===== config.mk =====
export PLATFORM = sky130hd
export DESIGN_NAME = phy_rx_deserializer
export DESIGN_NICKNAME = d
export VERILOG_FILES = /design/src/rtl/phy_rx_pkg.sv /design/src/rtl/phy_rx_byte_shift.sv /design/src/rtl/phy_rx_deserializer.sv
export SDC_FILE = /design/constraint.sdc
export NUM_CORES = 1
export LEC_CHECK = 0
export ABC_AREA = 1
export CAP_MARGIN = 20
export CORE_ASPECT_RATIO = 0.6
export CORE_MARGIN = 5
export CORE_UTILIZATION = 50
export DETAILED_ROUTE_END_ITERATION = 6
export PLACE_DENSITY = 0.76
export SLEW_MARGIN = 30
export SYNTH_ARGS = -nofsm -noshare
export SYNTH_HDL_FRONTEND = slang
export SYNTH_SLANG_ARGS = --single-unit

===== constraint.sdc =====
create_clock -name clk_32f -period 2.5 [get_ports clk_32f]
set_clock_uncertainty 0.1 [all_clocks]
set_input_delay 0.5 -clock clk_32f [delete_from_list [all_inputs] [get_ports clk_32f]]
set_output_delay 0.5 -clock clk_32f [all_outputs]
set_load 0.005 [all_outputs]

===== src/rtl/phy_rx_pkg.sv =====
// Shared constants and state encoding for the PHY receive deserializer.
package phy_rx_pkg;

    localparam int                BYTE_W             = 8;
    localparam int                WORD_BYTES         = 4;
    localparam logic [BYTE_W-1:0] COM_SYMBOL_DEFAULT = 8'hBC;

    typedef enum logic [1:0] {
        UNLOCKED = 2'd0,
        COUNTING = 2'd1,
        LOCKED   = 2'd2
    } rx_state_e;

endpackage


===== src/rtl/phy_rx_byte_shift.sv =====
// Serial shift register with a bit counter that marks byte boundaries once
// the receiver has chosen an alignment.
module phy_rx_byte_shift
    import phy_rx_pkg::*;
(
    input  logic              clk,
    input  logic              rst,
    input  logic              din,
    input  logic              realign,
    output logic [BYTE_W-1:0] byte_now,
    output logic              byte_strobe
);

    // Only seven history bits are kept: the eighth bit of the byte is the live input.
    logic [BYTE_W-2:0] sr_q, sr_d;
    logic [2:0]        bit_cnt_q, bit_cnt_d;

    always_comb begin
        byte_now    = {sr_q, din};
        byte_strobe = (bit_cnt_q == 3'd7);
        sr_d        = byte_now[BYTE_W-2:0];
        bit_cnt_d   = realign ? 3'd0 : bit_cnt_q + 3'd1;
    end

    always_ff @(posedge clk or posedge rst) begin
        if (rst) begin
            sr_q      <= '0;
            bit_cnt_q <= '0;
        end else begin
            sr_q      <= sr_d;
            bit_cnt_q <= bit_cnt_d;
        end
    end

endmodule


===== src/rtl/phy_rx_deserializer.sv =====
// Receive-side deserializer: COM-based byte alignment, lock qualification and
// packing of data bytes into 32-bit words on the clk_32f domain.
module phy_rx_deserializer
    import phy_rx_pkg::*;
#(
    parameter logic [7:0] COM_SYMBOL = COM_SYMBOL_DEFAULT,
    parameter int         N_COM      = 4,
    parameter int         MAX_ERR    = 2
)
(
    input  logic        clk_32f,
    input  logic        reset,
    input  logic        data_serial_in,
    output logic [31:0] data_out,
    output logic        valid_out,
    output logic        sincronizar_bus,
    output logic        frame_error
);

    localparam int                 IDX_W     = $clog2(WORD_BYTES);
    localparam logic [IDX_W-1:0]   IDX_LAST  = IDX_W'(WORD_BYTES - 1);
    localparam logic [3:0]         N_COM_C   = 4'(N_COM);
    localparam logic [2:0]         MAX_ERR_C = 3'(MAX_ERR);
    localparam int                 LANES_W   = (WORD_BYTES - 1) * BYTE_W;

    logic [BYTE_W-1:0] byte_now;
    logic              byte_strobe;
    logic              realign;
    logic              is_com;

    rx_state_e          state_q, state_d;
    logic [3:0]         com_cnt_q, com_cnt_d;
    logic [2:0]         err_cnt_q, err_cnt_d;
    logic [IDX_W-1:0]   byte_idx_q, byte_idx_d;
    logic [LANES_W-1:0] lanes_q, lanes_d;
    logic [31:0]        data_out_q, data_out_d;
    logic               valid_q, valid_d;
    logic               sync_q, sync_d;
    logic               ferr_q, ferr_d;

    phy_rx_byte_shift u_shift (
        .clk         (clk_32f),
        .rst         (reset),
        .din         (data_serial_in),
        .realign     (realign),
        .byte_now    (byte_now),
        .byte_strobe (byte_strobe)
    );

    assign is_com = (byte_now == COM_SYMBOL);

    always_comb begin
        state_d    = state_q;
        com_cnt_d  = com_cnt_q;
        err_cnt_d  = err_cnt_q;
        byte_idx_d = byte_idx_q;
        lanes_d    = lanes_q;
        data_out_d = data_out_q;
        valid_d    = 1'b0;
        ferr_d     = 1'b0;
        realign    = 1'b0;

        case (state_q)
            UNLOCKED: begin
                // Bit-sliding search: every cycle is a candidate boundary.
                if (is_com) begin
                    realign    = 1'b1;
                    com_cnt_d  = 4'd1;
                    err_cnt_d  = '0;
                    byte_idx_d = '0;
                    state_d    = (N_COM_C == 4'd1) ? LOCKED : COUNTING;
                end
            end
            COUNTING: begin
                if (byte_strobe) begin
                    if (is_com) begin
                        com_cnt_d = com_cnt_q + 4'd1;
                        if (com_cnt_q + 4'd1 == N_COM_C) begin
                            state_d = LOCKED;
                        end
                    end else begin
                        com_cnt_d = '0;
                        state_d   = UNLOCKED;
                    end
                end
            end
            LOCKED: begin
                if (byte_strobe) begin
                    if (is_com) begin
                        // A COM between words is idle fill; inside a word it breaks framing.
                        if (byte_idx_q != '0) begin
                            ferr_d     = 1'b1;
                            byte_idx_d = '0;
                            if (err_cnt_q + 3'd1 == MAX_ERR_C) begin
                                state_d   = UNLOCKED;
                                com_cnt_d = '0;
                                err_cnt_d = '0;
                                realign   = 1'b1;
                            end else begin
                                err_cnt_d = err_cnt_q + 3'd1;
                            end
                        end
                    end else if (byte_idx_q == IDX_LAST) begin
                        data_out_d = {lanes_q, byte_now};
                        valid_d    = 1'b1;
                        err_cnt_d  = '0;
                        byte_idx_d = '0;
                    end else begin
                        lanes_d    = {lanes_q[LANES_W-BYTE_W-1:0], byte_now};
                        byte_idx_d = byte_idx_q + 1'b1;
                    end
                end
            end
            default: begin
                state_d = UNLOCKED;
            end
        endcase

        sync_d = (state_d == LOCKED);
    end

    always_ff @(posedge clk_32f or posedge reset) begin
        if (reset) begin
            state_q    <= UNLOCKED;
            com_cnt_q  <= '0;
            err_cnt_q  <= '0;
            byte_idx_q <= '0;
            data_out_q <= '0;
            valid_q    <= 1'b0;
            sync_q     <= 1'b0;
            ferr_q     <= 1'b0;
        end else begin
            state_q    <= state_d;
            com_cnt_q  <= com_cnt_d;
            err_cnt_q  <= err_cnt_d;
            byte_idx_q <= byte_idx_d;
            data_out_q <= data_out_d;
            valid_q    <= valid_d;
            sync_q     <= sync_d;
            ferr_q     <= ferr_d;
        end
    end

    // Partial-word lanes are only read after byte_idx has walked from zero, so they need no reset.
    always_ff @(posedge clk_32f) begin
        lanes_q <= lanes_d;
    end

    assign data_out        = data_out_q;
    assign valid_out       = valid_q;
    assign sincronizar_bus = sync_q;
    assign frame_error     = ferr_q;

endmodule

## After elaboration in Yosys (flattened, before gate mapping)

Index checks and enable logic that the tools add are counted.

| operators by class | value |
|---|---|
| add/sub/neg operators | 4 |
| divide/modulo/power cells | 0 |
| $lt $le $gt $ge | 0 |
| $mul | 0 |
| reductions and logical operators | 9 |
| mux-type cells | 45 |
| shift-type cells | 0 |
| equality and inequality tests | 16 |
| bitwise logic cells | 2 |

Operators with widths:

| kind | count |
|---|---|
| two-way mux 4 bit | 7 |
| two-way mux 2 bit | 13 |
| two-way mux 3 bit | 7 |
| two-way mux 1 bit | 13 |
| != test 2 bit (second input constant) | 6 |
| one-hot mux 4 bit (3 select lines) | 1 |
| AND reduction 4 bit | 3 |
| == test 8 bit (second input constant) | 1 |
| AND reduction 7 bit | 1 |
| adder 3 x 1 -> 3 bit (second input constant) | 2 |
| == test 2 bit (second input constant) | 3 |
| != test 3 bit (second input constant) | 2 |
| one-hot mux 2 bit (3 select lines) | 1 |
| one-hot mux 3 bit (2 select lines) | 1 |
| AND reduction 5 bit | 1 |
| adder 4 x 1 -> 4 bit (second input constant) | 1 |
| == test 4 x 3 -> 1 bit (second input constant) | 1 |
| one-hot mux 2 bit (2 select lines) | 1 |
| nonzero test 2 bit | 2 |
| == test 3 x 2 -> 1 bit (second input constant) | 1 |
| == test 3 bit (second input constant) | 1 |
| nonzero test 3 bit | 1 |
| adder 2 x 1 -> 2 bit (second input constant) | 1 |
| == test 2 x 1 -> 1 bit (second input constant) | 1 |
| 3 further kinds | 4 |

| storage, ports and cells | value |
|---|---|
| flip-flop bits (word level) | 80 |
| word-level logic and storage cells | 87 |
| bits in latches | 0 |
| RAM bits | 0 |
| memory bits (read-only) | 0 |
| memories kept | 0 |

## Logic depth before layout (Yosys ltp)

Gate-level depths: netlist (run 1).

| depth | value |
|---|---|
| depth in word-level cells | 8 |
| mapped depth | 12 |

## Hierarchy

Synthesis (run 1) repeated with hierarchy kept, for this count alone.

| unflattened totals | value |
|---|---|
| cells, all modules | 321 |
| area, all modules | 3,329.4 um^2 |

Modules (own cells, without submodules):

| module | instances | cells each | area each (um^2) |
|---|---|---|---|
| phy_rx_deserializer | 1 | 302 | 3,024.2 |
| phy_rx_byte_shift | 1 | 19 | 305.3 |

## Worst setup path before layout (run 1)

Ideal clock, no wire load.

| timing | value |
|---|---|
| path type | flip-flop to flip-flop |
| from | register state_q[0] |
| to | register lanes_q[0] (enable) |
| required time | 1.995 ns |
| setup time | 0.405 ns |
| cell stages (with the launch flop) | 8 |
| data arrival time | 2.101 ns |
| buffers on the path | 1 |
| setup slack | -0.106 ns |
| period minus slack after synthesis | 2.606 ns |
| path through | dfrtp_1 -> inv_1 -> ha_1 -> buf_2 -> nand2_2 -> nor2_4 -> inv_1 -> nor2_1 |

| between the ends | value |
|---|---|
| word-level cells in the longest chain between the ends | 2 |

Ends and longest elaborated chain:

| what | line | source |
|---|---|---|
| start: declaration | phy_rx_deserializer.sv:31 | `rx_state_e state_q, state_d;` |
| start signal: assignment | phy_rx_deserializer.sv:133 | `state_q <= state_d;` |
| == test 2 bit | phy_rx_deserializer.sv:63 | `case (state_q)` |
| AND reduction 4 bit (no source line) | n/a |  |
| end signal: assignment | phy_rx_deserializer.sv:146 | `lanes_q <= lanes_d;` |
| end: declaration | phy_rx_deserializer.sv:35 | `logic [LANES_W-1:0] lanes_q, lanes_d;` |

No other way between the ends.
A chain may end at the register's enable or synchronous reset.

## Worst setup path in the final report (run 1)

| timing | value |
|---|---|
| from | input data_serial_in |
| to | register lanes_q[13] (enable) |

| between the ends | value |
|---|---|
| word-level cells in the longest chain between the ends | 3 |

Ends and longest elaborated chain:

| what | line | source |
|---|---|---|
| start: declaration | phy_rx_deserializer.sv:13 | `input logic data_serial_in,` |
| == test 8 bit | phy_rx_deserializer.sv:50 | `assign is_com = (byte_now == COM_SYMBOL);` |
| inverter 1 bit (no source line) | n/a |  |
| AND reduction 4 bit (no source line) | n/a |  |

No other way between the ends.

==> results.json, run 1 <==
{
  "cts_resized": 0,
  "rr_worst_depth": 7,
  "routed_via_density": 4.76,
  "synth_xor_area_share_pct": 0.536,
  "min_period_over_period_pct": 81.3,
  "reg2reg_to": "lanes_q[13]",
  "synth_top_family_by_area": "simple AND/OR/NAND/NOR gates",
  "cts_max_level": 3,
  "mostFrequentLayoutCell": "nand2_1",
  "dieArea_um2": 8300,
  "drive_above_1_share_pct": 12.1,
  "hold_end": "u_shift.sr_q[4]",
  "r2r_setup_slack_ns": 0.48,
  "worstHoldPathCells": 0,
  "synth_flop_cell": "dfrtp_1",
  "grt_max_degree": 32,
  "path_common_cell": "nand2_2",
  "rsz0062_at_grt": "false",
  "layout.nets": 374,
  "synth-edff-count": 24,
  "core_area_um2": 6220,
  "cp_cell_sequence": "clkdlybuf4s50_1, nor2_2, nand2_2, inv_2, nand2_2, nand2_2, nor2_4, inv_1, nor2_2, buf_12",
  "r2r-start": "state_q[0]",
  "crit_slowest_cell": "clkdlybuf4s50_1",
  "startpoint_type": "input port",
  "layout_setup_ws_ns": 0.467,
  "syn_area_um2": 3270,
  "grt.total_usage_pct": 15.9,
  "cts.sinks": 80,
  "clk_pin_slew_worst_paths_ns": 0.08,
  "min_path_type": "reg2reg",
  "grt_pass1_vias": 2121,
  "slew_violations": 0,
  "end_kind": "flop",
  "status": "finished clean",
  "post-place-ws_ns": 0.118,
  "synth.avg_cell_area_um2": 10.5,
  "wire_per_inst_um": 12.9,
  "die_w_um": 114,
  "synth-compound-area-share_pct": 2.45,
  "fin_crit_ns": 2.03,
  "routed_wirelength_mm": 5.75,
  "setup_violations": 0,
  "cts_hold_buf": 0,
  "ir_worst_vdd_mv": 0.316,
  "cts_made_buffers": 9,
  "crit_fanout": 24,
  "num_antenna_cells": 0,
  "clk_latency_ns": 0.35,
  "synth-async-reset-ratio_pct": 70.0,
  "power.static_leakage_nw": 1.88,
  "powerDensity_nw_per_um2": 626,
  "syn-num-nets": 326,
  "grt_overflow_total": 0,
  "io_buffers": 37,
  "tns_ns": 0,
  "drtAntennaViolNets": 0,
  "slowest_delay_ns": 0.53,
  "min_from": "u_shift.sr_q[3]",
  "hold_viol": 0,
  "num_vias": 2128,
  "drt_first_pass_iters": 4,
  "cts.path.max_buffers": 2,
  "start_util_pct": 52.5,
  "io_pins": 38,
  "syn2layout_area_growth_pct": 20.9,
  "crit_type": "in2reg",
  "drc": 0,
  "cap_violations": 0,
  "layout_common_cells": "nand2_1 (128), dfrtp_1 (56), clkdlybuf4s50_1 (37)",
  "tightest_slew_ns": 0.548,
  "place_congestion": 0.822,
  "ys_warn_count": 0,
  "root_buffer": "clkbuf_8",
  "die_h_um": 72.6,
  "cts_setup_buffers": 0,
  "ys_types": 30,
  "synth_mux_area_share_pct": 0,
  "synth-seq-cells": 80,
  "ys_seq_area_share_pct": 65.0,
  "required_ns": 2.45,
  "grt_pass1_wl_mm": 10.2,
  "drtIter0Drc": 114,
  "fmax_ghz": 0.492,
  "synth_fa_ha_area_share_pct": 4.98,
  "synthSimpleGateAreaFrac_pct": 22.4,
  "antenna_found_initial": 0,
  "rows": 22,
  "hpwl_mm": 4.20,
  "cts_tree": "yes",
  "syn_inst": 310,
  "cp.arrival_ns": 1.99,
  "slew_headroom_pct": 63.4
}
## power breakdown
group,switching (mW),internal [mW],leakage [nW]
Clock,0.472,0.367,0.0901
Combinational,0.127,0.0740,0.825
Sequential,0.0387,1.40,0.961
Total,0.637,1.84,1.88
## metal layers
metal | routed length (um) | global-route usage, %
met1 | 2870 | 23.1
met3 | 363 | 5.47
met2 | 2440 | 22.8
met5 | 0 | 0
met4 | 80 | 4.61
## worst max-delay path, delay by kind of cell
kind                   cells  cell delay, ns
and+or+nand+nor            6            0.66
buffers and inverters      4            0.83
## per-stage QoR
stage               instance area (um2)  hold WS, ns  std cells  total power, mW  utilization (%)
finish                             3950        0.347        447             2.47             63.5
CTS                                3950        0.350        447             2.50             63.5
global placement                   3780        0.319        431             1.66             60.8
floorplan                          3270        0.290        310             1.61                -
detailed placement                 3780        0.329        431             1.66             60.8
global route                       3950        0.365        447             2.61             63.5
## cells in the mapped netlist, drive strengths merged, types with 2 or more instances
master / instances / share of area (%)
ha: 13 / 5.0
nand2: 134 / 16
dfrtp: 56 / 43
nand4: 2 / 0.84
nor2: 17 / 3.3
nor3: 4 / 1.1
edfxtp: 24 / 22
a21oi: 2 / 0.31
buf: 7 / 1.3
o21ai: 12 / 2.0
inv: 28 / 3.2
nand3: 5 / 0.92
## registers in the layout, summed over array words and instances (netlist names)
| name | flops |
|---|---|
| data_out | 32 |
| lanes_q | 24 |
| u_shift.sr_q | 7 |
| com_cnt_q | 4 |
| err_cnt_q | 3 |
| u_shift.bit_cnt_q | 3 |
| byte_idx_q | 2 |
| state_q | 2 |
| frame_error | 1 |
| sincronizar_bus | 1 |
| valid_out | 1 |
## worst max-delay path by stage
stage | startpoint | endpoint | slack, ns | cells past startpoint
5_1_grt | state_q[0] | data_out[16] | 0.36 | 7
3_3_place_gp | data_serial_in | lanes_q[20] | 0.18 | 10
6_report | data_serial_in | lanes_q[13] | 0.47 | 10
4_1_cts | state_q[0] | lanes_q[16] | 0.45 | 7
2_1_floorplan | state_q[0] | lanes_q[0] | 0.29 | 7
3_5_place_dp | data_serial_in | lanes_q[20] | 0.12 | 10
## kinds of logic after synthesis
kind of cell / Yosys count
adders and majority gates: 13
and+or+nand+nor: 164
buffers and inverters: 36
AOI/OAI and AO/OA: 15
DFF: 80
xor gates and xnor gates: 2
## layout make-up
| type | instances | area (um2) |
|---|---|---|
| Sequential cell | 80 | 2120 |
| Fill cell | 498 | 2270 |
| Clock buffer | 10 | 128 |
| Clock inverter | 6 | 43.8 |
| Tap cell | 84 | 105 |
| Timing Repair Buffer | 44 | 448 |
| Multi-Input combinational cell | 194 | 996 |
| Inverter | 29 | 109 |
No activity file was read; power rests on OpenSTA's default activity.
==> run 2, diff against run 1 <==
==> constraint.sdc (replaced) <==
create_clock -name clk_32f -period 1.71 [get_ports clk_32f]
set_clock_uncertainty 0.1 [all_clocks]
set_input_delay 0.342 -clock clk_32f [delete_from_list [all_inputs] [get_ports clk_32f]]
set_output_delay 0.342 -clock clk_32f [all_outputs]
set_load 0.005 [all_outputs]
==> run 2 against run 1 <==
  * Sequential share of layout area is 4.8 points lower
  * Via count is 6.9% higher
  * Register-to-register slack worse by 0.48 ns
  * Clock power is 75% higher
  * Sequential power is 48% higher
  * Core utilization is 6.2 points higher
  * Critical path depth is 3 lower
  * Cell count is 5.6% higher
  * First-iteration DRC count is 37% lower
  * Die area stayed put
  * Final area is 9.8% higher
  * Routed wire length is 14% higher
  * Critical path type is now reg2reg
  * Critical endpoint is now lanes_q[4]
  * Largest power group unchanged
  * Highest routed layer unchanged
==> results.json, run 2 (same netlist as run 1, synthesis figures left out) <==
{
  "cts_tree": "yes",
  "p_sw_share_pct": 23.7,
  "slew_violations": 0,
  "hold_ws_ns": 0.310,
  "ir_worst_vdd_mv": 0.574,
  "start_util_pct": 52.5,
  "crit_start": "state_q[0]",
  "antenna_found_initial": 0,
  "routed_via_density": 4.82,
  "seqCellArea_um2": 2120,
  "r2r_setup_slack_ns": 0.002,
  "rr_worst_depth": 7,
  "wire_per_inst_um": 13.9,
  "tns_ns": 0,
  "pwr-share-clk_pct": 37.2,
  "p_switching_mw": 0.937,
  "fmax_ghz": 0.586,
  "syn2layout_area_growth_pct": 32.8,
  "slew_headroom_pct": 69.8,
  "crit_buf_inv": 3,
  "dieArea_um2": 8300,
  "die_w_um": 114,
  "drc": 0,
  "cts.sinks": 80,
  "seqPwrFrac_pct": 53.4,
  "cts_max_level": 3,
  "critical_path.endpoint": "lanes_q[4]",
  "hpwl_mm": 4.46,
  "status": "finished clean",
  "worst-path-stages": 7,
  "layout.nets": 399,
  "r2r-start": "state_q[0]",
  "dpl-instance-area_um2": 3920,
  "pwr-share-comb_pct": 9.4,
  "n_fill_cell": 471,
  "path_delay_family": "flip-flops",
  "cap_violations": 0,
  "cp_cell_sequence": "inv_2, ha_4, nand2_4, nor2_4, inv_2, nor2_4, buf_12",
  "layout_common_cells": "nand2_1 (123), dfrtp_1 (55), clkdlybuf4s50_1 (29)",
  "slowest_delay_ns": 0.43,
  "p_int_mw": 3.02,
  "tightest_slew_ns": 0.449,
  "setup_violations": 0,
  "num_antenna_cells": 0,
  "mostFrequentLayoutCell": "nand2_1",
  "grt.total_usage_pct": 16.5,
  "min_path_type": "in2async",
  "grt_overflow_total": 0,
  "fin_area_um2": 4340,
  "place_congestion": 0.815,
  "root_buffer": "clkbuf_8",
  "routed_wirelength_mm": 6.56,
  "power.static_leakage_nw": 2.17,
  "startpoint_type": "flop",
  "rsz0062_at_grt": "true",
  "crit_slowest_cell": "dfrtp_1",
  "crit_fanout": 24,
  "drive_above_1_share_pct": 24.2,
  "fin_crit_ns": 1.71,
  "cts_made_buffers": 9,
  "required_ns": 1.66,
  "largest_reg_flops": 32,
  "grt_max_degree": 57,
  "io_buffers": 37,
  "end_kind": "flop",
  "drtAntennaViolNets": 0,
  "num_vias": 2275,
  "clk_pin_slew_worst_paths_ns": 0.08,
  "reg2reg_to": "lanes_q[4]",
  "grt_pass1_vias": 2177,
  "core_area_um2": 6220,
  "die_h_um": 72.6,
  "grt_pass1_wl_mm": 10.5,
  "hold_viol": 0,
  "drt_first_pass_iters": 4,
  "crit_type": "reg2reg",
  "multi_input_area_um2": 1110,
  "power_mw": 3.96,
  "rows": 22,
  "powerDensity_nw_per_um2": 912,
  "cp.arrival_ns": 1.65,
  "io_pins": 38,
  "cts.path.max_buffers": 2,
  "clk_latency_ns": 0.35,
  "min_period_over_period_pct": 99.9,
  "drtIter0Drc": 72,
  "finish.utilization_pct": 69.8
}
run 2: cell count changes in the layout (fill, tap and decap cells not counted), moves of 4 or more:
cell and change:
dlymetal6s2s_1 +8, ha_1 -5, clkdlybuf4s50_1 -8, inv_1 -4, nor2_1 -5, buf_4 +22, nand2_1 -5
run 2: metrics by stage:
step | instances | worst slack, ns
2_1_floorplan | 310 | -0.162
3_3_place_gp | 446 | -0.265
3_5_place_dp | 446 | -0.323
4_1_cts | 463 | -0.00744
5_1_grt | 472 | -0.0578
6_report | 472 | 0.00246
run 2: repair_timing:
action | in CTS | in global routing
cloned | 0 | 0
gates resized for setup | 4 | 40
buffers inserted | 1 | 9
setup endpoints to repair | 33 | 81
hold buffers | 0 | 0
pin swaps | 2 | 7
run 2: layer usage:
layer | routed length (um) | vias up | global-route usage, %
li1 | - | 1119 | -
met1 | 3140 | 1097 | 23.0
met2 | 2970 | 48 | 24.6
met4 | 110 | 0 | 6.32
met5 | 0 | - | 0
met3 | 335 | 11 | 4.81
run 2: final cells by class:
| type | instances | share of cell area [%] |
|---|---|---|
| clock buffer | 11 | 3.03 |
| clock inverter | 5 | 1.87 |
| inverter | 29 | 2.65 |
| multi-input combinational | 194 | 25.5 |
| sequential | 80 | 48.9 |
| tap | 84 | 2.42 |
| timing repair buffer | 69 | 15.5 |
run 2: power groups by stage:
stage	clock, mW	combinational [mW]	sequential, mW
after detailed placement	0	0.317	2.14
after global placement	0	0.303	2.13
final	1.47	0.371	2.11
after floorplan	0	0.227	2.12
after CTS	1.50	0.325	2.10
after global routing	1.59	0.426	2.12
run 2: worst min-delay path, cell delays in order:
cell             delay (ns)
clkdlybuf4s50_1        0.44
clkinvlp_4             0.10
buf_12                 0.27
run 2: worst min-delay path by stage:
stage               startpoint              end  slack, ns  depth (start not counted)
2_1_floorplan   data_serial_in  u_shift.sr_q[0]       0.27                          0
3_3_place_gp   u_shift.sr_q[3]  u_shift.sr_q[4]       0.31                          0
3_5_place_dp   u_shift.sr_q[3]  u_shift.sr_q[4]       0.31                          0
4_1_cts                  reset     data_out[29]       0.31                          3
5_1_grt                  reset     data_out[19]       0.34                          3
6_report                 reset     data_out[27]       0.31                          3
==> run 3, diff against run 2 <==
--- a/config.mk
+++ b/config.mk
@@ -9,9 +9,10 @@
 export CAP_MARGIN = 20
 export CORE_ASPECT_RATIO = 0.6
 export CORE_MARGIN = 5
-export CORE_UTILIZATION = 50
+export CORE_UTILIZATION = 30
+export CTS_CLUSTER_SIZE = 16
 export DETAILED_ROUTE_END_ITERATION = 6
-export PLACE_DENSITY = 0.76
+export PLACE_DENSITY = 0.51
 export SLEW_MARGIN = 30
 export SYNTH_ARGS = -nofsm -noshare
 export SYNTH_HDL_FRONTEND = slang
==> run 3 against run 2 <==
  * Clock power increased by 27%
  * Flip-flop and latch count is the same
  * Global-route usage shrank 5.6 points
  * Final area is 3.6% higher
  * Power rose by 9.2%
  * Non-clock buffer count is 2 higher
  * Critical path depth did not move
  * Highest routed layer unchanged
==> results.json, run 3 (same netlist as run 1, synthesis figures left out) <==
{
  "status": "finished clean",
  "top_layer": "met4",
  "fin_crit_ns": 1.68,
  "clk_pin_slew_worst_paths_ns": 0.06,
  "fmax_ghz": 0.595,
  "io_pins": 38,
  "dpl-instance-area_um2": 4040,
  "grt.total_usage_pct": 10.9,
  "post-place-ws_ns": -0.410,
  "pwr-share-clk_pct": 43.0,
  "wl_met3_um": 349,
  "cts.sinks": 80,
  "layout_common_cells": "nand2_1 (124), dfrtp_1 (55), clkdlybuf4s50_1 (35)",
  "slew_headroom_pct": 78.8,
  "wire_per_inst_um": 12.4,
  "cts_max_level": 3,
  "pwr-share-comb_pct": 8.2,
  "n_fill_cell": 992,
  "startpoint_type": "flop",
  "die_w_um": 145,
  "die_h_um": 90.8,
  "rsz0062_at_grt": "true",
  "dr_wl_met2_mm": 2.71,
  "routed_wirelength_mm": 6.55,
  "layout_setup_ws_ns": 0.0292,
  "hpwl_mm": 4.48,
  "place_congestion": 0.778,
  "min_period_over_period_pct": 98.3,
  "drc": 0,
  "powerDensity_nw_per_um2": 961,
  "routed_via_density": 4.12,
  "root_buffer": "clkbuf_16",
  "finalNonFillerCells": 529,
  "rows": 29,
  "end_kind": "flop",
  "p_switching_mw": 0.999,
  "num_vias": 2181,
  "seqPwrFrac_pct": 48.8,
  "r2r_setup_slack_ns": 0.03,
  "drive_above_1_share_pct": 23.6,
  "grt_pass1_wl_mm": 11.0,
  "grt_max_degree": 57,
  "antenna_found_initial": 0,
  "cts_made_buffers": 9,
  "grt_overflow_total": 0,
  "num_antenna_cells": 0,
  "hold_viol": 0,
  "largest_reg_flops": 32,
  "drtIter0Drc": 78,
  "dieArea_um2": 13100,
  "drtAntennaViolNets": 0,
  "start_util_pct": 30.8,
  "io_buffers": 37,
  "fin_area_um2": 4500,
  "clk_latency_ns": 0.34,
  "layout.nets": 401,
  "place_inst": 504,
  "wl_met1_mm": 3.42,
  "syn2layout_area_growth_pct": 37.6,
  "tightest_slew_ns": 0.319,
  "required_ns": 1.66,
  "crit_fanout": 12,
  "hold_ws_ns": 0.241,
  "ir_worst_vdd_mv": 0.534,
  "min_path_type": "in2reg",
  "cts.path.max_buffers": 2,
  "drt_first_pass_iters": 4,
  "power.static_leakage_nw": 2.13,
  "p_int_mw": 3.32,
  "cp.arrival_ns": 1.63,
  "core_area_um2": 10600,
  "mostFrequentLayoutCell": "nand2_1",
  "power_mw": 4.32,
  "grt_pass1_vias": 2188,
  "cap_violations": 0,
  "setup_violations": 0,
  "p_sw_share_pct": 23.1,
  "crit_type": "reg2reg",
  "slew_violations": 0,
  "cts_tree": "yes"
}
[run 3: changes by cell type in the layout (fill, tap and decap cells not counted), moves of 2 or more]
| cell | before | now |
|---|---|---|
| clkdlybuf4s50_1 | 29 | 35 |
| inv_2 | 8 | 10 |
| nor2_4 | 6 | 4 |
| o21ai_2 | 4 | 1 |
| o21ai_1 | 7 | 9 |
| clkinv_2 | 1 | 4 |
| buf_12 | 2 | 5 |
| clkbuf_8 | 9 | 0 |
| clkbuf_16 | 0 | 11 |
| dlymetal6s2s_1 | 8 | 1 |
| buf_8 | 2 | 0 |
| inv_1 | 19 | 17 |
| ha_1 | 8 | 10 |
[run 3: layer usage]
metal	GRT usage, %	vias up
met5	0	-
met4	2.80	0
met3	4.71	5
met2	15.0	33
met1	15.5	1017
li1	-	1126
[run 3: final cells by class]
class                   count  area, um2  share of cell area (%)
clock buffers              10        229                    5.09
clock inverters             6       61.3                    1.36
inverters                  29        114                    2.53
multi-input cells         194       1070                    23.7
flip-flops and latches     80       2120                    47.2
well taps                 139        174                    3.87
repair buffers             71        728                    16.2
[run 3: power groups by stage]
stage | registers, mW | clock network, mW | logic [mW]
2_1_floorplan | 2.12 | 0 | 0.227
3_3_place_gp | 2.13 | 0 | 0.317
6_report | 2.11 | 1.86 | 0.355
3_5_place_dp | 2.14 | 0 | 0.326
4_1_cts | 2.10 | 1.93 | 0.335
5_1_grt | 2.12 | 2.00 | 0.421
[run 3: worst paths after layout]
kind | from | end | cells past startpoint
max | state_q[0] | lanes_q[2] | 7
min | data_serial_in | u_shift.sr_q[0] | 1
min in group asynchronous | reset | data_out[30] | 3
max in group asynchronous | reset | state_q[1] | 3
max reg2reg | state_q[0] | lanes_q[2] | 7
min reg2reg | lanes_q[9] | lanes_q[17] | 0
[run 3: timing repair]
item / in CTS / in global routing
gates resized for setup: 9 / 17
setup buffers: 0 / 7
endpoints found under the setup margin: 34 / 72
hold buffers: 0 / 0
pin swaps: 2 / 8
cloned: 1 / 1
[run 3: worst max-delay path: stages (launching register included)]
cell and delay (ns):
dfrtp_1 0.38, inv_2 0.09, ha_4 0.19, nand2_4 0.07, nor2_4 0.09, inv_2 0.06, nor2_4 0.20, clkbuf_16 0.21
[run 3: metrics by stage]
step	utilization (%)	TNS, ns
global route	42.4	-1.67
detailed placement	38.1	-20.15
floorplan	-	-3.89
finish	42.4	0
global placement	38.1	-19.63
CTS	41.2	-0.101
